$ cat src/rtl/retire_ctrl_pkg.sv
// Shared types for the retire sequencer: FSM states,
// halt reasons and the kind of instruction that cuts a retire group.
package retire_ctrl_pkg;

  localparam int FLUSH_CNT_BITS = 4;

  typedef enum logic [1:0] {
    RUN    = 2'd0,
    FLUSH  = 2'd1,
    HALTED = 2'd2
  } retire_state_e;

  typedef enum logic [1:0] {
    HR_NONE    = 2'd0,
    HR_HALT    = 2'd1,
    HR_ILLEGAL = 2'd2
  } halt_reason_e;

  typedef enum logic [1:0] {
    CUT_MISP = 2'd0,
    CUT_HALT = 2'd1,
    CUT_EXC  = 2'd2
  } cut_kind_e;

endpackage

$ cat src/rtl/retire_cut_finder.sv
// Finds the valid head prefix and the oldest flagged slot in it.
// Purely combinational.
module retire_cut_finder
  import retire_ctrl_pkg::*;
#(
  parameter int N  = 3,
  parameter int NB = $clog2(N) + 1
) (
  input  logic [NB-1:0] eff,
  input  logic [N-1:0]  head_valid,
  input  logic [N-1:0]  head_mispredict,
  input  logic [N-1:0]  head_halt,
  input  logic [N-1:0]  head_exception,
  output logic          cut_valid,
  output logic [NB-1:0] cut_idx,
  output cut_kind_e     cut_kind,
  output logic [NB-1:0] prefix_len
);

  logic live;

  always_comb begin
    cut_valid  = 1'b0;
    cut_idx    = '0;
    cut_kind   = CUT_MISP;
    prefix_len = '0;
    live       = 1'b1;
    for (int i = 0; i < N; i++) begin
      if (live && (NB'(i) < eff) && head_valid[i]) begin
        prefix_len = NB'(i + 1);
        if (head_exception[i] | head_halt[i] | head_mispredict[i]) begin
          cut_valid = 1'b1;
          cut_idx   = NB'(i);
          live      = 1'b0;
          priority case (1'b1)
            head_exception[i]: cut_kind = CUT_EXC;
            head_halt[i]:      cut_kind = CUT_HALT;
            default:           cut_kind = CUT_MISP;
          endcase
        end
      end else begin
        live = 1'b0;
      end
    end
  end

endmodule

$ cat src/rtl/retire_ctrl.sv
// Retire sequencer: commit count, mispredict flush timing,
// halt/illegal shutdown and the retired-instruction counter.
module retire_ctrl
  import retire_ctrl_pkg::*;
#(
  parameter int N            = 3,
  parameter int FLUSH_CYCLES = 2,
  parameter int CNT_W        = 64,
  parameter int NB           = $clog2(N) + 1
) (
  input  logic             clock,
  input  logic             reset,
  input  logic [NB-1:0]    num_ready,
  input  logic [N-1:0]     head_valid,
  input  logic [N-1:0]     head_mispredict,
  input  logic [N-1:0]     head_halt,
  input  logic [N-1:0]     head_exception,
  input  logic             debug_stall,
  output logic [NB-1:0]    num_retiring,
  output logic             flush,
  output logic             halted,
  output logic [1:0]       halt_reason,
  output logic [CNT_W-1:0] retired_count
);

  retire_state_e             state, state_n;
  halt_reason_e              hr, hr_n;
  logic [FLUSH_CNT_BITS-1:0] flush_cnt, flush_cnt_n;

  logic [NB-1:0] eff;
  logic          cut_valid;
  logic [NB-1:0] cut_idx;
  cut_kind_e     cut_kind;
  logic [NB-1:0] prefix_len;

  assign eff = (num_ready > NB'(N)) ? NB'(N) : num_ready;

  retire_cut_finder #(.N(N), .NB(NB)) u_cut (
    .eff             (eff),
    .head_valid      (head_valid),
    .head_mispredict (head_mispredict),
    .head_halt       (head_halt),
    .head_exception  (head_exception),
    .cut_valid       (cut_valid),
    .cut_idx         (cut_idx),
    .cut_kind        (cut_kind),
    .prefix_len      (prefix_len)
  );

  always_comb begin
    state_n      = state;
    hr_n         = hr;
    flush_cnt_n  = flush_cnt;
    num_retiring = '0;
    unique case (state)
      RUN: begin
        if (!debug_stall) begin
          num_retiring = cut_valid ? cut_idx + NB'(1) : prefix_len;
          if (cut_valid) begin
            unique case (cut_kind)
              CUT_EXC: begin
                state_n = HALTED;
                hr_n    = HR_ILLEGAL;
              end
              CUT_HALT: begin
                state_n = HALTED;
                hr_n    = HR_HALT;
              end
              default: begin
                state_n     = FLUSH;
                flush_cnt_n = FLUSH_CNT_BITS'(FLUSH_CYCLES);
              end
            endcase
          end
        end
      end
      FLUSH: begin
        flush_cnt_n = flush_cnt - 1'b1;
        if (flush_cnt == FLUSH_CNT_BITS'(1)) state_n = RUN;
      end
      default: ;
    endcase
  end

  always_ff @(posedge clock) begin
    if (reset) begin
      state         <= RUN;
      hr            <= HR_NONE;
      flush_cnt     <= '0;
      retired_count <= '0;
    end else begin
      state         <= state_n;
      hr            <= hr_n;
      flush_cnt     <= flush_cnt_n;
      retired_count <= retired_count + CNT_W'(num_retiring);
    end
  end

  assign flush       = (state == FLUSH);
  assign halted      = (state == HALTED);
  assign halt_reason = hr;

endmodule

$ cat config.mk
export PLATFORM = sky130hd
export DESIGN_NAME = retire_ctrl
export DESIGN_NICKNAME = d
export VERILOG_FILES = /design/src/rtl/retire_ctrl_pkg.sv /design/src/rtl/retire_cut_finder.sv /design/src/rtl/retire_ctrl.sv
export SDC_FILE = /design/constraint.sdc
export NUM_CORES = 1
export LEC_CHECK = 0
export ABC_AREA = 1
export CAP_MARGIN = 40
export CORE_MARGIN = 5
export CORE_UTILIZATION = 58
export DETAILED_ROUTE_END_ITERATION = 12
export DONT_BUFFER_PORTS = 1
export GPL_TIMING_DRIVEN = 0
export HOLD_SLACK_MARGIN = 0.03
export MAX_ROUTING_LAYER = met4
export PLACE_DENSITY = 0.73
export SETUP_SLACK_MARGIN = 0.5
export SYNTH_ARGS = -nofsm -noshare
export SYNTH_HDL_FRONTEND = slang
export SYNTH_SLANG_ARGS = --single-unit
$ cat constraint.sdc
create_clock -name clock -period 2.8 [get_ports clock]
set_input_delay 0.56 -clock clock [delete_from_list [all_inputs] [get_ports clock]]
set_output_delay 0.56 -clock clock [all_outputs]
set_load 0.01 [all_outputs]
==> metrics.csv, run 1 <==
metric,value,unit
share of cells above drive strength 1,0.2312,
Fin. Hold Viols,0,
first-pass GRT wire length,24800,um
post-synthesis cell type count,37,
Max-Cap Viols,0,
PD cells,391.6,mW/mm^2
Max Freq,362.7,MHz
Yosys reg bits,72,
synth warn,0,
Worst EP required,3.08,ns
antenna violations before repair,0,
"top cells by count, synth","nand2_1 (170), nor2_1 (107), inv_1 (90), dfxtp_1 (72), a21oi_1 (61)",
H-tree Lvls,3,
Hold WC Path Type,in -> reg,
crit end category,flip-flop,
IO Pins,89,
PortBufs,0,
cell accounting for the most synthesized area,dfxtp_1,
CTS tree,built,
clock root buffer,clkbuf_8,
RSZ-0062 raised after global routing,yes,
Reg2Reg Depth,13,
hpwl dp,11920,um
die area,0.009561,mm^2
layout net count,778,
vias per cell,5.908,
core area,0.007607,mm^2
pre-CTS setup slack,-0.5717,ns
Std-Cell Rows,32,
"critical path fanouts, max",6,
Initial Util,0.5875,
post-synthesis cell count,704,
Detailed Route WL,16450,um
GP Congestion,0.9774,
CTS sink cnt,72,
Max Clock Skew,0.01260,ns
Synth Net Count,730,
most frequent cell after synthesis,nand2_1,
number of synthesized flops with an enable pin,0,
Horiz. Die Dim,97.78,um
final slew viol count,0,
vias in the first global route,4821,
Synth-to-Final Area Change,26.20,%
Peak supply drop,298.4,uV
"setup slack, reg-to-reg",0.09,ns
ANT cells,0,
via count of the routed design,5075,
Mapped Avg Cell Area,6.348,um^2
routed len/inst,19.15,um
worst-margin pin slew,0.7115,ns
"Top FF cell, synth",dfxtp_1,
Final WS setup,0.04312,ns
crit path DAT,3.04,ns
Setup-failing EPs final,0,
final worst path period share,0.9846,
clock-pin slew on the worst setup and hold paths,0.08,ns
Yosys top cell area share,0.3225,
Post-Route Utilization,0.7414,
r2r startpoint,state[0],
All-Layer GR Usage,0.3373,
"Seq/Total Area, Yosys",0.3225,
initial detailed-routing violation count,539,
total CTS buffers,9,
Worst setup SP type,input port,
CP endpoint,retired_count[44],
DRC,0,
"Cell Area, Synth",0.004469,mm^2
main area contributors after synthesis,"dfxtp_1 (32%), nand2_1 (14%), nor2_1 (9.0%)",
Crit Path Class,in -> reg,
LEAKAGE,0.001931,uW
Synth async-reset ratio,0,
Initial DRT Pass Iterations,5,
Worst Setup SP,num_ready[1],
clock buffer depth,2,
largest net degree at the start of global routing,13,
DIE HEIGHT,97.78,um
endpoint of the lowest-slack register-to-register path,retired_count[44],
ANT nets after route,0,
GRT overflow,0,
min cycle time layout,2.757,ns
status,completed,
clock latency on the worst-skew pair,0.35,ns
Slew HR,0.5256,
-- cell families after synthesis --
group	synth area share
compound gates	0.1075
xor+xnor	0.01372
fa+ha+maj	0.02408
buf+inv	0.08846
flops	0.3225
simple gates	0.4437
-- routing by layer --
layer / part of all wire / wire, um / GRT usage
met5: 0 / 0 / -
met4: 0.041 / 680 / 0.1097
met3: 0.11 / 1753 / 0.07857
met2: 0.46 / 7646 / 0.5387
met1: 0.39 / 6371 / 0.4228
-- power by group --
part           internal [uW]  switching (uW)  total [uW]
registers               1040            17.8        1060
logic                   63.1             116         179
clock network            550             423         972
-- per-stage QoR --
step / cells / hold WS, ns / setup TNS (ns) / total power, uW / cell area, um^2
floorplan: 704 / 0.4581 / -0.2423 / 1191 / 4558
global placement: 806 / 0.4672 / -12.63 / 1215 / 4686
detailed placement: 806 / 0.4876 / -16.75 / 1225 / 4686
CTS: 851 / 0.4243 / 0 / 2170 / 5353
global route: 859 / 0.4281 / -1.124 / 2275 / 5640
finish: 859 / 0.4305 / 0 / 2209 / 5640
-- sequential cells by signal, summed over array words and instances (netlist names) --
signal         flops
retired_count     64
flush_cnt          4
state              2
halt_reason        2
-- critical path, stage by stage --
cell and delay (ns):
nor2_4 0.15, nand2_2 0.07, nand2_2 0.09, nor2_4 0.04
nand3_4 0.07, inv_2 0.05, ha_4 0.26, nor2_2 0.04
nor2_4 0.17, fa_2 0.27, nand2_4 0.07, a21oi_4 0.26
nand2_4 0.15, nor2_4 0.20, buf_12 0.14, nand3_2 0.07
or2_0 0.23, a21oi_1 0.12
-- cells in the final DEF (no fill, tap or decap), types with 3 or more instances in the layout --
cell	count
a21oi_1	54
a21oi_2	6
and2_1	3
buf_4	21
buf_6	15
clkbuf_1	5
clkbuf_8	11
dfxtp_1	72
ha_1	3
ha_4	3
inv_1	81
inv_2	9
inv_4	4
nand2_1	153
nand2_2	19
nand2_4	7
nand3_1	33
nand3_2	12
nand3_4	5
nand3b_1	8
nand4_1	17
nor2_1	87
nor2_2	8
nor2_4	21
nor3_1	25
nor3_2	3
nor3_4	7
o21ai_0	6
o21ai_1	15
o21ai_2	6
or2_0	10
or2_2	3
-- repair_timing --
action / CTS / global route
resized for setup: 57 / 61
hold buffers: 0 / 0
buffers inserted: 29 / 8
endpoints found under the hold margin: 0 / 0
pin swaps: 33 / 40
endpoints found under the setup margin: 58 / 60
-- worst min-delay path by stage --
stage	startpoint	endpoint	depth (start not counted)
after detailed placement	flush_cnt[0]	flush_cnt[0]	2
after global placement	flush_cnt[0]	flush_cnt[0]	2
final	reset	retired_count[15]	2
after floorplan	flush_cnt[0]	flush_cnt[0]	2
after global routing	reset	retired_count[15]	2
after CTS	reset	retired_count[21]	2
-- cell type report --
cell class / count / area (um^2)
multi-input combinational: 530 / 3080
fill: 594 / 1967
sequential: 72 / 1441
inverter: 95 / 366.6
timing repair buffer: 37 / 355.3
clock buffer: 11 / 151.4
tap: 102 / 127.6
clock inverter: 5 / 78.83
buffer: 7 / 38.79
Note: power is estimated with default switching activity, not from simulation.
==> run 2: changes to the inputs <==
- REMOVE_ABC_BUFFERS: default -> 1
==> run 2 against run 1 <==
Effect of this change: hold slack worse by 0.17 ns; combinational power decreased by 7%; critical path depth unchanged; clock skew is 0.0011 ns lower; highest routed layer unchanged.
==> metrics.csv, run 2 (synthesis results as in run 1) <==
metric,value,unit
status,completed,
Peak supply drop,272.9,uV
Setup-failing EPs final,0,
"setup slack, reg-to-reg",0.13,ns
crit end category,flip-flop,
endpoint of the lowest-slack register-to-register path,retired_count[32],
most frequent cells in the layout,"nand2_1 (148), nor2_1 (84), inv_1 (80)",
Flop pwr share,0.477,
Hold Path Sink,retired_count[23],
Sequential Area,0.001441,mm^2
Max-Cap Viols,0,
clock latency on the worst-skew pair,0.35,ns
"non-filler cells, final",854,
"Slowest-stage cell, CP",ha_4,
DRC,0,
CP Cell Sequence,nor2_4 -> nand2_1 -> nand2_2 -> nor2_4 -> nand3_4 -> inv_2 -> ha_4 -> nor2_4 -> nor2_4 -> fa_2 -> nand2_2 -> a21oi_4 -> nand2_4 -> buf_6 -> nor2_4 -> nand2_1 -> or2_0 -> a21oi_1,
clock-pin slew on the worst setup and hold paths,0.09,ns
top flop regs,"retired_count (64), flush_cnt (4)",
Tot Pwr,2214,uW
met2 usage in global routing,0.5451,
hold_buf cts,0,
largest stage delay on the critical path,0.27,ns
placed cell areas,0.004558,mm^2
switching share of power,0.2419,
first-pass GRT wire length,24580,um
grt met1 use,0.3832,
ANT nets after route,0,
grt peak-use layer,met2,
clock root buffer,clkbuf_8,
RSZ-0062 raised after global routing,yes,
Horiz. Die Dim,97.78,um
"commonest non-fill, non-tap cell in the layout",nand2_1,
PortBufs,0,
crit path DAT,3.01,ns
ANT cells,0,
GP Congestion,0.9947,
Hold WS,0.2629,ns
worst hold start,reset,
Hold WC Path Type,in -> reg,
Worst EP required,3.08,ns
Reg2Reg Depth,14,
All-Layer GR Usage,0.3283,
core area,0.007607,mm^2
CTS tree,built,
DIE HEIGHT,97.78,um
worst-margin pin slew,0.7939,ns
Fillers,561,
Worst setup SP type,input port,
CTS sink cnt,72,
CP Buf/Inv Count,2,
Placed Cells,799,
Initial DRT Pass Iterations,5,
min cycle time layout,2.730,ns
Std-Cell Rows,32,
Initial Util,0.5875,
GR Util met3,0.07571,
Synth-to-Final Area Change,30.01,%
total CTS buffers,9,
final worst path period share,0.9750,
Detailed Route WL,16320,um
Pint,1678,uW
layout net count,773,
initial detailed-routing violation count,410,
via count of the routed design,5170,
Post-Route Utilization,0.7638,
max reg flops,64,
die area,0.009561,mm^2
Crit path max-delay family,simple AND/OR/NAND/NOR gates,
Comb pwr share,0.075,
area of the multi-input gates,0.003227,mm^2
Max Freq,366.3,MHz
largest net degree at the start of global routing,57,
GRT overflow,0,
LEAKAGE,0.002001,uW
final slew viol count,0,
routed len/inst,19.11,um
Max Clock Skew,0.01146,ns
IO Pins,89,
hpwl dp,11090,um
clock buffer depth,2,
vias in the first global route,4880,
Clock power frac,0.448,
net switching power,535.5,uW
Hold Path Stages,1,
Fin. Hold Viols,0,
"critical path fanouts, max",5,
H-tree Lvls,3,
Crit Path Class,in -> reg,
r2r startpoint,state[0],
vias per cell,6.054,
"Design Area, Final",0.005811,mm^2
Slew HR,0.4701,
antenna violations before repair,0,
"Top cell by count, worst path",nor2_4,
"Most flops, register",retired_count,
share of cells above drive strength 1,0.2726,
PD cells,381.0,mW/mm^2
[run 2: changes by cell type in the layout (fill, tap and decap cells not counted), sizes merged]
cell | before | now
buf | 38 | 39
inv | 94 | 93
clkinv | 4 | 1
clkbuf | 16 | 12
dlygate4sd1 | 1 | 0
clkinvlp | 0 | 3
[run 2: final cells by class]
type / count / area share
clock buffers: 12 / 0.02842
multi-input cells: 530 / 0.5553
repair buffers: 39 / 0.06826
clock inverters: 4 / 0.01292
flip-flops and latches: 72 / 0.2481
well taps: 102 / 0.02196
inverters: 95 / 0.06503
[run 2: per-stage QoR]
stage,setup slack [ns],setup TNS [ns]
3_5_place_dp,-0.9740,-40.51
3_3_place_gp,-0.8943,-36.63
5_1_grt,-0.04772,-0.2125
2_1_floorplan,-0.2293,-5.149
6_report,0.07012,0
4_1_cts,0.1466,0
[run 2: metal layers]
| layer | up-vias | share of wire |
|---|---|---|
| li1 | 2369 | - |
| met1 | 2396 | 0.36 |
| met2 | 320 | 0.50 |
| met3 | 85 | 0.090 |
| met4 | 0 | 0.046 |
| met5 | - | 0 |
[run 2: how the worst max path moves through the flow]
stage | start | to | slack, ns | cells past startpoint
6_report | num_ready[1] | retired_count[32] | 0.07 | 18
5_1_grt | num_ready[0] | retired_count[48] | -0.05 | 18
4_1_cts | num_ready[0] | retired_count[32] | 0.15 | 16
3_5_place_dp | head_exception[0] | retired_count[62] | -0.97 | 17
3_3_place_gp | head_exception[0] | retired_count[30] | -0.89 | 17
2_1_floorplan | head_exception[0] | retired_count[34] | -0.23 | 20
[run 2: what timing repair did]
action | CTS | global route
pin swaps | 48 | 50
setup endpoints to repair | 65 | 60
gates resized for setup | 99 | 99
buffers inserted | 27 | 12
[run 2: power by group through the flow]
stage	combinational (uW)	sequential, uW	clock (uW)
finish	167	1060	991
global route	186	1060	1040
CTS	150	1060	988
detailed placement	122	1080	0
global placement	114	1080	0
floorplan	97.3	1080	0
[run 2: worst register-to-register path: stages, from the launching register on]
cell and delay [ns]:
dfxtp_1 0.34, nor2_1 0.16, inv_1 0.14, nor2_2 0.22, o21ai_2 0.11, nor2_4 0.19, fa_2 0.27, nand2_2 0.08
a21oi_4 0.22, nand2_4 0.14, buf_6 0.15, nor2_4 0.14, nand2_1 0.09, or2_0 0.21, a21oi_1 0.15
